File: config.mk
export PLATFORM = sky130hd
export DESIGN_NAME = pipe_inv_div
export DESIGN_NICKNAME = d
export VERILOG_FILES = /design/src/rtl/pipe_inv_div.sv
export SDC_FILE = /design/constraint.sdc
export NUM_CORES = 1
export LEC_CHECK = 0
export ABC_AREA = 1
export BUFFER_PORTS_ARGS = -buffer_cell sky130_fd_sc_hd__buf_2
export CAP_MARGIN = 5
export CELL_PAD_IN_SITES_DETAIL_PLACEMENT = 1
export CELL_PAD_IN_SITES_GLOBAL_PLACEMENT = 1
export CORE_ASPECT_RATIO = 2
export CORE_MARGIN = 4
export CORE_UTILIZATION = 41
export CTS_BUF_LIST = sky130_fd_sc_hd__clkbuf_4 sky130_fd_sc_hd__clkbuf_8
export DETAILED_ROUTE_END_ITERATION = 7
export PLACE_DENSITY_LB_ADDON = 0.1
export SYNTH_ARGS = -nofsm -noshare
export SYNTH_HDL_FRONTEND = slang
export SYNTH_SLANG_ARGS = --single-unit
File: constraint.sdc
create_clock -name clk -period 2.3 [get_ports clk]
set_input_delay 0.115 -clock clk [delete_from_list [all_inputs] [get_ports clk]]
set_output_delay 0.115 -clock clk [all_outputs]
set_load 0.005 [all_outputs]
File: src/rtl/pipe_inv_div.sv
// pipe_inv_div: sequential restoring divider, q = f / d and r = f % d, one
// quotient bit per clock, with valid/ready handshakes on both sides.
// Optional feature macro: PIPE_INV_DIV_REM_EN. When it is defined, the remainder
// output register is built. When it is undefined, r is tied to zero.
//
// state | meaning
// ------+-------------------------------------------------------------
// IDLE  | in_ready=1, waiting for an operand pair
// BUSY  | one restoring step per cycle, MSB first (or zero-divisor fill)
// DONE  | out_valid=1, q/r/div_zero held until out_ready
module pipe_inv_div #(
   parameter int N = 10
) (
   input  logic         clk,
   input  logic         rst,
   input  logic         in_valid,
   output logic         in_ready,
   input  logic [N-1:0] f,
   input  logic [N-1:0] d,
   output logic         out_valid,
   input  logic         out_ready,
   output logic [N-1:0] q,
   output logic [N-1:0] r,
   output logic         div_zero
);

   localparam int CW = (N > 1) ? $clog2(N) : 1;

   typedef enum logic [1:0] {
      IDLE = 2'd0,
      BUSY = 2'd1,
      DONE = 2'd2
   } state_t;

   state_t        state;
   state_t        state_nxt;
   logic [CW-1:0] cnt;
   logic [N-1:0]  dvd;
   logic [N-1:0]  dsr;
   logic [N-1:0]  rem;
   logic          zero_pend;
   logic [N:0]    rem_sh;
   logic [N:0]    rem_diff;
   logic          q_bit;
   logic [N-1:0]  rem_nxt;
   logic [N-1:0]  quo_nxt;
   logic          accept;
   logic          last_step;

   assign accept    = (state == IDLE) && in_valid;
   assign last_step = (state == BUSY) && (cnt == '0);

   // One restoring step: shift in the next dividend bit, trial-subtract on N+1 bits.
   always_comb begin
      rem_sh   = {rem, dvd[N-1]};
      rem_diff = rem_sh - {1'b0, dsr};
      q_bit    = ~rem_diff[N];
      rem_nxt  = q_bit ? rem_diff[N-1:0] : rem_sh[N-1:0];
      quo_nxt  = {dvd[N-2:0], q_bit};
   end

   // State register.
   always_ff @(posedge clk) begin
      if (rst) state <= IDLE;
      else     state <= state_nxt;
   end

   // Next-state logic.
   always_comb begin
      state_nxt = state;
      case (state)
         IDLE:    if (in_valid) state_nxt = BUSY;
         BUSY:    if (cnt == '0) state_nxt = DONE;
         DONE:    if (out_ready) state_nxt = IDLE;
         default: state_nxt = IDLE;
      endcase
   end

   // Handshake outputs are plain decodes of the registered state.
   always_comb begin
      in_ready  = (state == IDLE);
      out_valid = (state == DONE);
   end

   // Iteration datapath. The zero-divisor case spends a single BUSY cycle so
   // its result lands on the edge t+1, with the same DONE-entry path as division.
   always_ff @(posedge clk) begin
      if (rst) begin
         cnt       <= '0;
         dvd       <= '0;
         dsr       <= '0;
         rem       <= '0;
         zero_pend <= 1'b0;
      end else if (accept) begin
         dvd       <= f;
         dsr       <= d;
         rem       <= '0;
         zero_pend <= (d == '0);
         cnt       <= (d == '0) ? '0 : CW'(N - 1);
      end else if (state == BUSY) begin
         cnt <= cnt - CW'(1);
         if (!zero_pend) begin
            dvd <= quo_nxt;
            rem <= rem_nxt;
         end
      end
   end

   // Result registers change only on the edge entering DONE, or on reset.
   always_ff @(posedge clk) begin
      if (rst) begin
         q        <= '0;
         div_zero <= 1'b0;
      end else if (last_step) begin
         q        <= zero_pend ? '1 : quo_nxt;
         div_zero <= zero_pend;
      end
   end

`ifdef PIPE_INV_DIV_REM_EN
   logic [N-1:0] r_reg;

   // Final remainder; a zero divisor returns the dividend itself.
   always_ff @(posedge clk) begin
      if (rst)            r_reg <= '0;
      else if (last_step) r_reg <= zero_pend ? dvd : rem_nxt;
   end

   assign r = r_reg;
`else
   assign r = '0;
`endif

endmodule
Yosys cells after proc, flatten, opt, wreduce, memory -nomap -nowiden
Index checks and enable logic that the tools add are counted.
{"block": "totals", "output_inout_bits": 23, "register_bits": 48}
{"block": "classes", "eq_ne": 6, "n_mux": 12, "n_reduce_logical": 10, "add_sub_neg": 2, "bitwise_logic": 2}
{"operator": "10-bit 2-to-1 mux", "count": 5}
{"operator": "4-bit 2-to-1 mux", "count": 3}
{"operator": "11-bit by 10-bit subtractor with 11-bit output", "count": 1}
{"operator": "10-bit logical NOT", "count": 1}
{"operator": "2-bit 2-to-1 mux", "count": 3}
{"operator": "2-bit one-hot mux with 3 select lines", "count": 1}
{"operator": "4-bit logical NOT", "count": 1}
{"operator": "2-bit by 1-bit inequality test with 1-bit output (second input constant)", "count": 2}
{"operator": "2-bit inequality test (second input constant)", "count": 2}
{"operator": "2-bit AND reduction", "count": 2}
{"operator": "4-bit by 1-bit subtractor with 4-bit output (second input constant)", "count": 1}
{"operator": "3-bit AND reduction", "count": 1}
{"operator": "2-bit by 1-bit == test with 1-bit output (second input constant)", "count": 1}
{"operator": "2-bit == test (second input constant)", "count": 1}
{"operator": "1-bit logical AND", "count": 2}
{"operator": "2-bit logical NOT", "count": 1}
{"operator": "1-bit NOT", "count": 2}
{"operator": "2-bit nonzero test", "count": 1}
{"operator": "2-bit OR reduction", "count": 1}

Longest topological paths before layout
Gate-level depths: netlist (run 1).
{"block": "depth", "depth_word": 5, "depth_mapped": 14, "mapped_depth_nobuf": 14}

Worst setup path before layout (run 1)
Ideal clock, no wire load.
{"block": "synth_path", "kind": "flip-flop to flip-flop", "startpoint": "register dvd[9]", "endpoint": "register rem[1]", "setup_ps": 113, "path_buffers": 0, "slack_ps": 522, "path_stages_with_launch": 13, "arrival_ps": 1665, "path_cell_list": "dfxtp_1 inv_1 ha_1 inv_1 fa_1 nand3_2 nand3_2 nand2_4 nand2_8 nand2_2 nand2_1 o21ai_1 inv_1"}
{"block": "synth_between", "elab_chain_cells": 2}
{"element": "start, declared", "line": "38", "rtl": "logic [N-1:0] dvd;"}
{"element": "start signal, assigned", "line": "103", "rtl": "dvd <= quo_nxt;"}
{"element": "11-bit by 10-bit subtractor with 11-bit output", "line": "56", "rtl": "rem_diff = rem_sh - {1'b0, dsr};"}
{"element": "10-bit 2-to-1 mux", "line": "58", "rtl": "rem_nxt = q_bit ? rem_diff[N-1:0] : rem_sh[N-1:0];"}
{"element": "end signal, assigned", "line": "104", "rtl": "rem <= rem_nxt;"}
{"element": "end, declared", "line": "40", "rtl": "logic [N-1:0] rem;"}
No other way between the ends.
A chain may end at the register's enable or synchronous reset.

Worst setup path in the final report (run 1)
{"block": "layout_path", "startpoint": "register dvd[9]", "endpoint": "register rem[0]"}
{"block": "layout_between", "elab_chain_cells": 2}
{"element": "11-bit by 10-bit subtractor with 11-bit output", "line": "56"}
{"element": "10-bit 2-to-1 mux *", "line": "58"}
Every way passes the cells marked *; elsewhere a longest branch is shown, timed or not.

==> impl_summary.txt, run 1 <==
----------------------------------------------------
[Finish]
  Finished Core Util ... 47.2%
  Number of standard cells in the layout, taps in and fillers out ... 521
  Final net count ... 468
  Top library cells by usage in the layout, fill and taps aside ... 75 x sky130_fd_sc_hd__nand2_1, 63 x sky130_fd_sc_hd__inv_1, 48 x sky130_fd_sc_hd__nor2_1, 48 x sky130_fd_sc_hd__dfxtp_1, 36 x sky130_fd_sc_hd__buf_2
  Fraction of final layout cells with drive strength greater than 1 ... 17.6%
  Seq. cell area ... 961 um^2
  Area taken by multi-input logic gates ... between 1000 and 1500 um^2
  Area growth from synthesis to layout ... 12.7%
  Most common cell after layout, fill and taps aside ... sky130_fd_sc_hd__nand2_1
  Fillers ... 903
  Inserted Diodes ... 0

[Synth]
  Distinct cell type count after synthesis ... 34
  Number of standard cells after synthesis ... 394
  Count of state elements after synthesis ... 48
  Area of the mapped netlist ... 2750 um^2
  Syn_area_per_cell ... around 7 um^2
  Warnings from Yosys ... 0
  Library cell occupying the most area in the post-synthesis netlist ... sky130_fd_sc_hd__dfxtp_1
  Sequential area share after synthesis ... between 30% and 40%
  Top cell type's share of synthesized area ... 34.9%
  Cell types occupying the most area after synthesis ... sky130_fd_sc_hd__dfxtp_1 35%, sky130_fd_sc_hd__nand2_1 10%, sky130_fd_sc_hd__inv_1 8.6%

[Detailed routing]
  Initial DRT Pass Iterations ... 4
  Post-detailed-route via-to-cell ratio ... 4.94
  Amount of wire on met2 after detailed routing ... 4.53 mm
  Number of nets with antenna violations after detailed routing ... 0
  Routed wire length ... 7.59 mm
  Initial drt markers ... between 80 and 90
  Number of design rule violations left after detail routing ... 0
  Total routed wire length on the met1 layer ... ~2.8 mm
  Detailed-route via count ... between 2000 and 3000
  Post-detailed-route wirelength per cell ... 14.6 um
  Met3 wire length ... approximately 120 um
  Highest metal used ... met4

[STA]
  Final worst path period need ... 1.95 ns
  Total of endpoints with negative setup slack in the final report ... 0
  Post-route clock period utilization ... 84.6%
  Setup clock skew after layout ... 0.00809 ns
  RSZ-0062 raised after global routing ... no
  Highest clock rate ... ~510 MHz
  Hold Slack ... just over 0.05 ns
  Hold Vio Cnt, Final ... 0
  Setup TNS ... 0 ns
  Max-slew violation total from the final report ... 0

[Floorplan]
  Num ports ... 47
  Initial Utilization ... 41.9%
  Number of rows created at floorplan ... 42
  Die footprint ... about 8000 um^2
  Die span in x ... between 60 and 70 um
  DIE HEIGHT ... about 120 um
  Core footprint ... between 6000 and 7000 um^2

[Place]
  Detailed placer's ending HPWL ... 6.22 mm
  Final weighted congestion of routability-driven global placement ... 0.797
  Port-buffer cells ... 36
  Cell Count Post-Placement ... between 500 and 600

[CTS]
  Clock tree from TritonCTS ... yes
  Maximum level of the CTS H-tree ... 2
  Clk sinks ... 48
  Clk buf depth ... 2
  Worst skew pair latency ... 0.30 ns
  Clk root buf ... sky130_fd_sc_hd__clkbuf_8
  Clock-pin slew of the registers on the worst-case setup and hold paths ... 0.09 ns
  Number of hold buffers added after CTS ... 0
  Number of gates given a new drive strength after cts ... 0
  Inserted Clock Buffers ... 5
  Post-CTS Repair Setup Buffers ... 0

[Hold path]
  Hold Crit Depth ... 3
  Hold WC Path Type ... in -> reg
  Critical hold path startpoint ... f[4]
  Hold-critical path endpoint ... dvd[4]

[Flow run]
  Max Cap Violations ... 0

[Setup path]
  Worst flop-to-flop path endpoint ... rem[0]
  Top fanout value on the critical path ... 10
  Crit path arrival time ... 2.15 ns
  Nature of the critical path startpoint ... flop
  Type of destination of the critical path ... flop
  Crit path kind ... reg -> reg
  Worst r2r src ... dvd[9]
  Worst-case register-to-register setup slack ... 0.35 ns
  Path depth of the worst reg2reg path ... 12
  Required time of the critical path ... 2.50 ns

[Pwr]
  Pwr Density ... approximately 760 nW/um^2
  LEAKAGE ... 0.00150 uW
  Overall power after layout ... 2370 uW
  Largest vdd supply drop ... 604 uV

[Global routing]
  Largest net degree at the start of global routing ... 28
  All-Layer GR Usage ... 20.7%
  Antenna violations before repair ... 0
  First-pass GRT wire length ... 13.0 mm
  Leftover overflow at the end of global routing ... 0
  Vias in the first global route ... 2820

[Outcome]
  Result of the run ... complete, no violations

----------------------------------------------------
==> metrics by stage <==
stage               setup WS, ns  instance area (um^2)
finish                     0.355                  3100
global route               0.153                  3100
CTS                        0.330                  3100
detailed placement         0.341                  3000
global placement           0.395                  3000
floorplan                  0.522                  2790
==> worst max path at each step <==
| stage | end | cells past startpoint | slack, ns | start |
|---|---|---|---|---|
| 2_1_floorplan | rem[1] | 12 | 0.52 | dvd[9] |
| 3_3_place_gp | rem[1] | 12 | 0.39 | dvd[9] |
| 3_5_place_dp | rem[0] | 12 | 0.34 | dvd[9] |
| 4_1_cts | rem[0] | 12 | 0.33 | dvd[9] |
| 5_1_grt | rem[1] | 12 | 0.15 | dvd[9] |
| 6_report | rem[0] | 12 | 0.35 | dvd[9] |
==> synth_stat cells <==
cell	count
sky130_fd_sc_hd__o211ai_1	1
sky130_fd_sc_hd__or2_2	1
sky130_fd_sc_hd__nand4_4	1
sky130_fd_sc_hd__nand2_2	10
sky130_fd_sc_hd__a221oi_1	8
sky130_fd_sc_hd__nand4_1	2
sky130_fd_sc_hd__inv_1	63
sky130_fd_sc_hd__nor2_1	48
sky130_fd_sc_hd__a21oi_2	2
sky130_fd_sc_hd__nand2_4	1
sky130_fd_sc_hd__ha_1	11
sky130_fd_sc_hd__nand3_2	3
sky130_fd_sc_hd__conb_1	1
sky130_fd_sc_hd__nor3_1	2
sky130_fd_sc_hd__o21ai_0	12
sky130_fd_sc_hd__a21oi_1	29
sky130_fd_sc_hd__xor2_1	3
sky130_fd_sc_hd__a31oi_1	2
sky130_fd_sc_hd__a21oi_4	1
sky130_fd_sc_hd__nand2_1	75
sky130_fd_sc_hd__nand3_1	26
sky130_fd_sc_hd__inv_2	1
sky130_fd_sc_hd__buf_4	11
sky130_fd_sc_hd__a211oi_1	9
sky130_fd_sc_hd__dfxtp_1	48
sky130_fd_sc_hd__nor2_2	3
sky130_fd_sc_hd__buf_2	3
sky130_fd_sc_hd__o21ai_1	2
sky130_fd_sc_hd__xnor2_1	1
sky130_fd_sc_hd__fa_1	1
sky130_fd_sc_hd__nand2_8	1
sky130_fd_sc_hd__o21ai_2	1
sky130_fd_sc_hd__nand3b_1	4
sky130_fd_sc_hd__clkbuf_1	7
==> cell type report <==
cell class / instances / area share (%)
Inverter: 64 / 7.75
Multi-Input combinational cell: 270 / 47.1
Tap cell: 88 / 3.55
Clock buffer: 8 / 3.15
Sequential cell: 48 / 31.0
Timing Repair Buffer: 43 / 7.50
==> layer usage <==
metal / up-vias / global-route usage (%)
li1: 1317 / -
met1: 1228 / 21.0
met2: 23 / 41.7
met3: 8 / 2.98
met4: 0 / 6.10
met5: - / 0
==> state kept, by name, summed over array words and instances (netlist names) <==
name / flops
cnt: 4
div_zero: 1
dsr: 10
dvd: 10
q: 10
rem: 10
state: 2
zero_pend: 1
==> cells by family (layout without fill, tap and decap cells) <==
kind of cell             after synthesis  after routing  synth area share [%]
AND/OR/NAND/NOR                      177            177                  29.6
adder cells (fa/ha/maj)               12             12                  5.73
AO/OA/AOI/OAI                         67             67                  15.1
flip-flops                            48             48                  34.9
other                                  1             10                 0.136
buffers and inverters                 85            115                  13.2
XOR/XNOR                               4              4                  1.27
==> critical path, cell delays in order, from the launching register on <==
cell and delay, ns:
sky130_fd_sc_hd__dfxtp_1 0.32, sky130_fd_sc_hd__inv_1 0.07, sky130_fd_sc_hd__ha_1 0.14, sky130_fd_sc_hd__inv_1 0.08, sky130_fd_sc_hd__fa_1 0.44, sky130_fd_sc_hd__nand3_2 0.15
sky130_fd_sc_hd__nand3_2 0.12, sky130_fd_sc_hd__nand2_4 0.16, sky130_fd_sc_hd__nand2_8 0.11, sky130_fd_sc_hd__nand2_2 0.07, sky130_fd_sc_hd__nand2_1 0.04, sky130_fd_sc_hd__o21ai_1 0.11
sky130_fd_sc_hd__inv_1 0.05
==> report_power, final <==
group | total (uW) | switching, uW | internal (uW)
clock | 550 | 281 | 269
sequential | 958 | 45.3 | 912
combinational | 859 | 559 | 300
total | 2370 | 885 | 1480
Note: power is estimated with default switching activity, not from simulation.
==> run 2: changes to the inputs <==
==> constraint.sdc (replaced) <==
create_clock -name clk -period 1.89 [get_ports clk]
set_input_delay 0.0945 -clock clk [delete_from_list [all_inputs] [get_ports clk]]
set_output_delay 0.0945 -clock clk [all_outputs]
set_load 0.005 [all_outputs]
==> run 2 against run 1 <==
  * Critical path depth stayed put
  * Clock power is 17% higher
  * Register-to-register slack worse by 0.35 ns
  * Maximum frequency is 3.3% higher
  * Final cell count is 3.8% higher
  * Wire length is 8.2% higher
  * Sequential share of layout area is 3.0 points lower
  * Utilization is 5.3 points higher
  * Critical path type unchanged
  * Combinational power is 53% higher
  * Hold slack worse by 0.027 ns
  * Count of clock-buffer cells in the layout is 2 lower
  * Highest routed layer unchanged
  * Critical endpoint is now rem[5]
==> impl_summary.txt, run 2 (synthesis results as in run 1) <==
----------------------------------------------------
[Pwr]
  LEAKAGE ... 0.00161 uW (+7.4%)
  Overall power after layout ... 3130 uW (+32%)
  Pwr Density ... 908 nW/um^2 (+19%)
  Largest vdd supply drop ... 762 uV (+26%)

[Detailed routing]
  Number of nets with antenna violations after detailed routing ... 0 (unchanged)
  Number of design rule violations left after detail routing ... 0 (unchanged)
  Detailed-route via count ... 2701 (+4.9%)
  Routed wire length ... 8.21 mm (+8.2%)
  Initial drt markers ... 55 (-34%)
  Post-detailed-route via-to-cell ratio ... 4.99 (+0.98%)
  Initial DRT Pass Iterations ... 4 (unchanged)
  Post-detailed-route wirelength per cell ... 15.2 um (+4.2%)

[Place]
  Post-place instance area ... 3070 um^2 (+2.2%)
  Final weighted congestion of routability-driven global placement ... 0.807 (+1.2%)
  Detailed placer's ending HPWL ... 6.32 mm (+1.5%)
  Cell Count Post-Placement ... 522 (+1.8%)
  Setup slack after placement ... -0.0563 ns (-0.398 ns)
  Port-buffer cells ... 36 (unchanged)

[Flow run]
  Max Cap Violations ... 0 (unchanged)

[Finish]
  Top library cells by usage in the layout, fill and taps aside ... 74 x sky130_fd_sc_hd__nand2_1, 57 x sky130_fd_sc_hd__inv_1, 46 x sky130_fd_sc_hd__nor2_1, 45 x sky130_fd_sc_hd__dfxtp_1, 36 x sky130_fd_sc_hd__buf_2
  Inserted Diodes ... 0 (unchanged)
  Area growth from synthesis to layout ... 25.3%
  Most common cell after layout, fill and taps aside ... sky130_fd_sc_hd__nand2_1
  Number of standard cells in the layout, taps in and fillers out ... 541 (+3.8%)
  Post-layout instance area ... 3450 um^2 (+11%)
  Fraction of final layout cells with drive strength greater than 1 ... 27.6% (+10 points)
  Final net count ... 488 (+4.3%)

[Global routing]
  Largest net degree at the start of global routing ... 28 (unchanged)
  Vias in the first global route ... 2772 (-1.7%)
  First-pass GRT wire length ... 12.7 mm (-2.8%)
  Leftover overflow at the end of global routing ... 0 (unchanged)
  Antenna violations before repair ... 0 (unchanged)
  All-Layer GR Usage ... 20.4% (-0.31 points)

[CTS]
  Clock tree from TritonCTS ... yes
  Clk sinks ... 48 (unchanged)
  Clk root buf ... sky130_fd_sc_hd__clkbuf_8
  Worst skew pair latency ... 0.31 ns (about the same)
  Inserted Clock Buffers ... 5 (unchanged)
  Clk buf depth ... 2 (unchanged)
  Maximum level of the CTS H-tree ... 2 (unchanged)
  Number of hold buffers added after CTS ... 0 (unchanged)
  Clock-pin slew of the registers on the worst-case setup and hold paths ... 0.09 ns (about the same)

[Setup path]
  Nature of the critical path startpoint ... flop
  Crit path kind ... reg -> reg
  Required time of the critical path ... 2.07 ns (-0.43 ns)
  Worst-case register-to-register setup slack ... 0.006 ns (-0.35 ns)
  Top fanout value on the critical path ... 5 (-5)
  Worst r2r src ... rem[4]
  Type of destination of the critical path ... flop
  Crit path arrival time ... 2.06 ns (-0.09 ns)
  Path depth of the worst reg2reg path ... 12 (unchanged)
  Worst flop-to-flop path endpoint ... rem[5]

[Floorplan]
  Number of rows created at floorplan ... 42 (unchanged)
  Die span in x ... 65.9 um (unchanged)
  Num ports ... 47 (unchanged)
  Core footprint ... 6570 um^2 (unchanged)
  Initial Utilization ... 41.9% (unchanged)
  Die footprint ... 8160 um^2 (unchanged)
  DIE HEIGHT ... 124 um (unchanged)

[STA]
  RSZ-0062 raised after global routing ... yes
  Total of endpoints with negative setup slack in the final report ... 0 (unchanged)
  Max-slew violation total from the final report ... 0 (unchanged)
  Final worst path period need ... 1.88 ns (-0.0615 ns)
  Highest clock rate ... 531 MHz (+3.3%)
  Setup clock skew after layout ... 0.00393 ns (-0.00416 ns)
  Final Worst Setup Slack ... 0.00631 ns (-0.348 ns)
  Hold Vio Cnt, Final ... 0 (unchanged)
  Post-route clock period utilization ... 99.7% (+15 points)

[Hold path]
  Critical hold path startpoint ... f[5]
  Hold-critical path endpoint ... dvd[5]
  Hold Crit Depth ... 3 (unchanged)
  Hold WC Path Type ... in -> reg

[Outcome]
  Result of the run ... complete, no violations

----------------------------------------------------
[run 2: layer usage]
metal	wire length [um]	GRT usage (%)	share of wire [%]	vias up
met4	205	8.05	2.5	0
met3	166	2.44	2.0	11
met2	4910	41.0	60	31
li1	-	-	-	1362
met5	0	0	0	-
met1	2930	20.2	36	1297
[run 2: worst max-delay path by stage]
stage          slack (ns)  endpoint   start
6_report            0.006    rem[5]  rem[4]
3_5_place_dp        -0.06    rem[1]  dvd[9]
2_1_floorplan        0.11    rem[1]  dvd[9]
4_1_cts             0.002    rem[1]  dsr[7]
3_3_place_gp         0.04    rem[1]  dvd[9]
5_1_grt             -0.11    rem[5]  rem[4]
[run 2: per-stage QoR]
stage	TNS (ns)	hold slack, ns	utilization, %
2_1_floorplan	0	0.245	-
3_3_place_gp	0	0.331	46.8
3_5_place_dp	-0.0973	0.344	46.8
4_1_cts	0	0.0183	48.4
5_1_grt	-0.788	0.0310	52.5
6_report	0	0.0240	52.5
[run 2: timing repair]
| item | in CTS | in global routing |
|---|---|---|
| pin swaps | 0 | 20 |
| endpoints found under the setup margin | 9 | 12 |
| cloned | 0 | 2 |
| resized for setup | 3 | 38 |
| buffers inserted | 0 | 9 |
[run 2: report_power, final]
part | switching [uW] | internal, uW | total [uW]
sequential | 63.9 | 1110 | 1180
clock | 353 | 293 | 646
combinational | 789 | 520 | 1310
total | 1210 | 1920 | 3130
[run 2: worst max-delay path, stage by stage (launching register included)]
cell,delay [ns]
sky130_fd_sc_hd__dfxtp_1,0.45
sky130_fd_sc_hd__ha_4,0.26
sky130_fd_sc_hd__nand2_2,0.10
sky130_fd_sc_hd__inv_2,0.05
sky130_fd_sc_hd__nand2_1,0.06
sky130_fd_sc_hd__nand2_1,0.07
sky130_fd_sc_hd__nand2_2,0.14
sky130_fd_sc_hd__nand3_4,0.12
sky130_fd_sc_hd__nand2_8,0.13
sky130_fd_sc_hd__buf_4,0.12
sky130_fd_sc_hd__nand3_1,0.09
sky130_fd_sc_hd__nand3_1,0.10
sky130_fd_sc_hd__a21oi_1,0.07
[run 2: cell type report]
cell class / count / area [um^2]
clock buffer: 6 / 82.6
clock inverter: 2 / 10.0
fill: 866 / 3120
inverter: 64 / 243
multi-input combinational: 272 / 1650
sequential: 48 / 965
tap: 88 / 110
timing repair buffer: 61 / 388
==> run 3: changes to the inputs <==
--- a/config.mk
+++ b/config.mk
@@ -5,14 +5,13 @@
 export SDC_FILE = /design/constraint.sdc
 export NUM_CORES = 1
 export LEC_CHECK = 0
-export ABC_AREA = 1
 export BUFFER_PORTS_ARGS = -buffer_cell sky130_fd_sc_hd__buf_2
 export CAP_MARGIN = 5
 export CELL_PAD_IN_SITES_DETAIL_PLACEMENT = 1
 export CELL_PAD_IN_SITES_GLOBAL_PLACEMENT = 1
 export CORE_ASPECT_RATIO = 2
 export CORE_MARGIN = 4
-export CORE_UTILIZATION = 41
+export CORE_UTILIZATION = 42
 export CTS_BUF_LIST = sky130_fd_sc_hd__clkbuf_4 sky130_fd_sc_hd__clkbuf_8
 export DETAILED_ROUTE_END_ITERATION = 7
 export PLACE_DENSITY_LB_ADDON = 0.1
==> run 3 against run 2 <==
  * Die area decreased by 11%
  * Highest routed layer unchanged
  * First-iteration DRC count decreased by 20%
  * Power increased by 13%
  * Via count decreased by 10%
  * The run now ends with setup timing left
  * Sequential cell count unchanged
  * Count of clock-buffer cells in the layout unchanged
  * Register-to-register slack got worse by 0.49 ns
  * Clock power increased by 17%
  * Hold slack got worse by 0.00082 ns
==> impl_summary.txt, run 3 <==
----------------------------------------------------
[Synth]
  Warnings from Yosys ... 0 (unchanged)
  Syn_area_per_cell ... 8.14 um^2 (+17%)
  Top cell type's share of synthesized area ... 38.8% (+3.9 points)
  Proportion of synthesized flip-flops having asynchronous set or reset ... 0% (unchanged)
  Share of the synthesized netlist area taken by xor and xnor gates ... 3.59% (+2.3 points)
  Largest family of logic cells by synthesized area ... compound AO/OA/AOI/OAI gates
  Cell types occupying the most area after synthesis ... sky130_fd_sc_hd__dfxtp_1 39%, sky130_fd_sc_hd__a21oi_1 6.9%, sky130_fd_sc_hd__nand2_1 5.8%
  Library cell occupying the most area in the post-synthesis netlist ... sky130_fd_sc_hd__dfxtp_1
  Number of standard cells after synthesis ... 304 (-23%)
  Primary FF master, synth ... sky130_fd_sc_hd__dfxtp_1
  Count of state elements after synthesis ... 48 (unchanged)
  Multiplexer area fraction after synthesis ... 2.43% (+2.4 points)
  Most instantiated library cell after synthesis ... sky130_fd_sc_hd__dfxtp_1
  Most used standard cells in the synthesized netlist ... 48 x sky130_fd_sc_hd__dfxtp_1, 38 x sky130_fd_sc_hd__nand2_1, 34 x sky130_fd_sc_hd__a21oi_1
  Post-synth EDFFs ... 0 (unchanged)
  Post-Synth Adder-Cell Area ... 6.37% (+0.64 points)
  Distinct cell type count after synthesis ... 45 (+32%)
  Compound-cell area share of the yosys netlist ... 21.8% (+6.7 points)
  Area of the mapped netlist ... 2470 um^2 (-10%)
  Simple-Gate Fraction of Synth Area ... 19.2% (-10 points)
  Sequential area share after synthesis ... 38.8% (+3.9 points)

[CTS]
  Clk buf depth ... 2 (unchanged)
  Number of hold buffers added after CTS ... 0 (unchanged)
  Clk sinks ... 48 (unchanged)
  Inserted Clock Buffers ... 5 (unchanged)
  Clock-pin slew of the registers on the worst-case setup and hold paths ... 0.09 ns (about the same)
  Clk root buf ... sky130_fd_sc_hd__clkbuf_8
  Clock tree from TritonCTS ... yes
  Maximum level of the CTS H-tree ... 2 (unchanged)
  Worst skew pair latency ... 0.31 ns (about the same)

[Floorplan]
  Core footprint ... 5710 um^2 (-13%)
  Die span in x ... 62.3 um (-5.6%)
  Number of rows created at floorplan ... 39 (-7.1%)
  DIE HEIGHT ... 117 um (-5.9%)
  Initial Utilization ... 43.3% (+1.4 points)
  Die footprint ... 7260 um^2 (-11%)
  Num ports ... 47 (unchanged)

[Place]
  Detailed placer's ending HPWL ... 5.41 mm (-14%)
  Port-buffer cells ... 36 (unchanged)
  Final weighted congestion of routability-driven global placement ... 0.813 (+0.83%)
  Post-place instance area ... 3000 um^2 (-2.3%)
  Setup slack after placement ... -0.508 ns (-0.452 ns)

[Global routing]
  All-Layer GR Usage ... 20.3% (-0.14 points)
  Largest net degree at the start of global routing ... 40 (+43%)
  Vias in the first global route ... 2581 (-6.9%)
  Antenna violations before repair ... 0 (unchanged)
  First-pass GRT wire length ... 11.8 mm (-6.6%)
  Leftover overflow at the end of global routing ... 0 (unchanged)

[Setup path]
  Type of destination of the critical path ... flop
  Worst flop-to-flop path endpoint ... rem[3]
  Top fanout value on the critical path ... 6 (+1)
  Crit path kind ... reg -> reg
  Required time of the critical path ... 2.08 ns (about the same)
  Master of the slowest instance on the critical path ... sky130_fd_sc_hd__dfxtp_2
  Worst-case register-to-register setup slack ... -0.48 ns (-0.49 ns)
  Worst r2r src ... dvd[9]
  Largest incremental delay on the critical path ... 0.33 ns (-0.12 ns)
  Crit path arrival time ... 2.56 ns (+0.50 ns)
  Sequence of cells on the critical path ... inv_2 > ha_4 > inv_2 > fa_2 > a21o_1 > a211oi_2 > a221o_1 > xnor2_4 > buf_12 > mux2i_2 > a21oi_1
  Most Frequent Cell on Critical Path ... sky130_fd_sc_hd__inv_2
  Nature of the critical path startpoint ... flop
  Path depth of the worst reg2reg path ... 11 (-1)

[STA]
  RSZ-0062 raised after global routing ... yes
  Post-route clock period utilization ... 125% (+26 points)
  Hold Slack ... 0.0232 ns (-0.000822 ns)
  Highest clock rate ... 422 MHz (-21%)
  Final Worst Setup Slack ... -0.481 ns (-0.487 ns)
  Setup clock skew after layout ... 0.00333 ns (-0.000605 ns)
  Final worst path period need ... 2.37 ns (+0.487 ns)
  Hold Vio Cnt, Final ... 0 (unchanged)
  Total of endpoints with negative setup slack in the final report ... 12 (+12)
  Max-slew violation total from the final report ... 0 (unchanged)
  Slew margin rel. ... 29.3%
  Actual transition at the worst max-transition pin ... 1.06 ns

[Pwr]
  Pwr Density ... 1090 nW/um^2 (+20%)
  Largest vdd supply drop ... 943 uV (+24%)
  Overall power after layout ... 3540 uW (+13%)
  LEAKAGE ... 0.00140 uW (-13%)

[Flow run]
  Max Cap Violations ... 0 (unchanged)

[Hold path]
  Hold Crit Depth ... 3 (unchanged)
  Critical hold path startpoint ... d[3]
  Hold WC Path Type ... in -> reg
  Hold-critical path endpoint ... dsr[3]

[Finish]
  Area growth from synthesis to layout ... 31.5%
  Top library cells by usage in the layout, fill and taps aside ... 46 x sky130_fd_sc_hd__dfxtp_1, 45 x sky130_fd_sc_hd__buf_4, 37 x sky130_fd_sc_hd__nand2_1, 36 x sky130_fd_sc_hd__buf_2, 32 x sky130_fd_sc_hd__a21oi_1
  Final net count ... 417 (-15%)
  Fraction of final layout cells with drive strength greater than 1 ... 31.4% (+3.8 points)
  Most common cell after layout, fill and taps aside ... sky130_fd_sc_hd__dfxtp_1
  Post-layout instance area ... 3250 um^2 (-5.7%)
  Inserted Diodes ... 0 (unchanged)

[Outcome]
  Result of the run ... complete, but fails checks
  Violations in the final reports ... setup timing

[Detailed routing]
  Number of design rule violations left after detail routing ... 0 (unchanged)
  Detailed-route via count ... 2418 (-10%)
  Number of nets with antenna violations after detailed routing ... 0 (unchanged)
  Post-detailed-route via-to-cell ratio ... 5.46 (+9.3%)
  Initial drt markers ... 44 (-20%)
  Routed wire length ... 7.29 mm (-11%)
  Post-detailed-route wirelength per cell ... 16.5 um (+8.5%)
  Initial DRT Pass Iterations ... 4 (unchanged)

----------------------------------------------------
## run 3: changes by cell type in the layout (fill, tap and decap cells not counted), sizes merged, moves of 6 or more
cell,delta
nand3,-20
a211oi,-7
inv,-48
nor2,-20
mux2i,+6
nand2,-51
a221oi,-7
o21ai,-6
o22ai,+9
buf,+24
a22oi,+10
## run 3: what timing repair did
action	in CTS	in global routing
cloned	1	0
endpoints found under the setup margin	13	12
pin swaps	6	2
gates resized for setup	5	16
setup buffers	2	5
## run 3: critical path, delay by kind of cell, from the launching register on
kind	cells	cell delay (ns)
AOI/OAI and AO/OA	4	0.79
xor gates and xnor gates	1	0.19
adders and majority gates	2	0.45
buffers and inverters	3	0.24
DFF	1	0.33
muxes	1	0.23
## run 3: kinds of logic after synthesis
logic type | after synthesis
compound gates | 85
xor+xnor | 8
fa+ha+maj | 12
buf+inv | 40
flops | 48
mux | 6
other cells | 1
simple gates | 104
## run 3: routing by layer
metal  up-vias  wire length [um]  track usage, %
li1       1204                 -               -
met1      1165              2690            19.3
met2        38              4200            40.0
met3        11               201            4.04
met4         0               200            10.3
met5         -                 0               0
## run 3: per-stage QoR
step / TNS [ns] / utilization (%) / cells
floorplan: -3.52 / - / 313
global placement: -4.80 / 52.6 / 428
detailed placement: -5.35 / 52.6 / 428
CTS: -4.70 / 55.4 / 439
global route: -6.06 / 57.0 / 443
finish: -4.51 / 57.0 / 443
## run 3: worst max-delay path by stage
stage                 from  slack, ns      to  cells after the start
global route        dvd[9]      -0.59  rem[3]                     11
CTS                 dvd[9]      -0.45  rem[7]                     10
global placement    dvd[9]      -0.46  rem[3]                     11
detailed placement  dvd[9]      -0.51  rem[6]                     11
floorplan           dvd[9]      -0.38  rem[7]                     10
finish              dvd[9]      -0.48  rem[3]                     11
## run 3: where the power goes
group | internal [uW] | leakage, uW | switching [uW]
sequential | 1120 | 0.000394 | 76.1
clock | 407 | 0.0000586 | 350
combinational | 803 | 0.000946 | 784
## run 3: layout make-up
cell class / instances / area [um^2]
Multi-Input combinational cell: 225 / 1470
Clock inverter: 2 / 35.0
Sequential cell: 48 / 963
Timing Repair Buffer: 85 / 572
Clock buffer: 6 / 76.3
Inverter: 16 / 60.1
Tap cell: 61 / 76.3
Fill cell: 708 / 2460
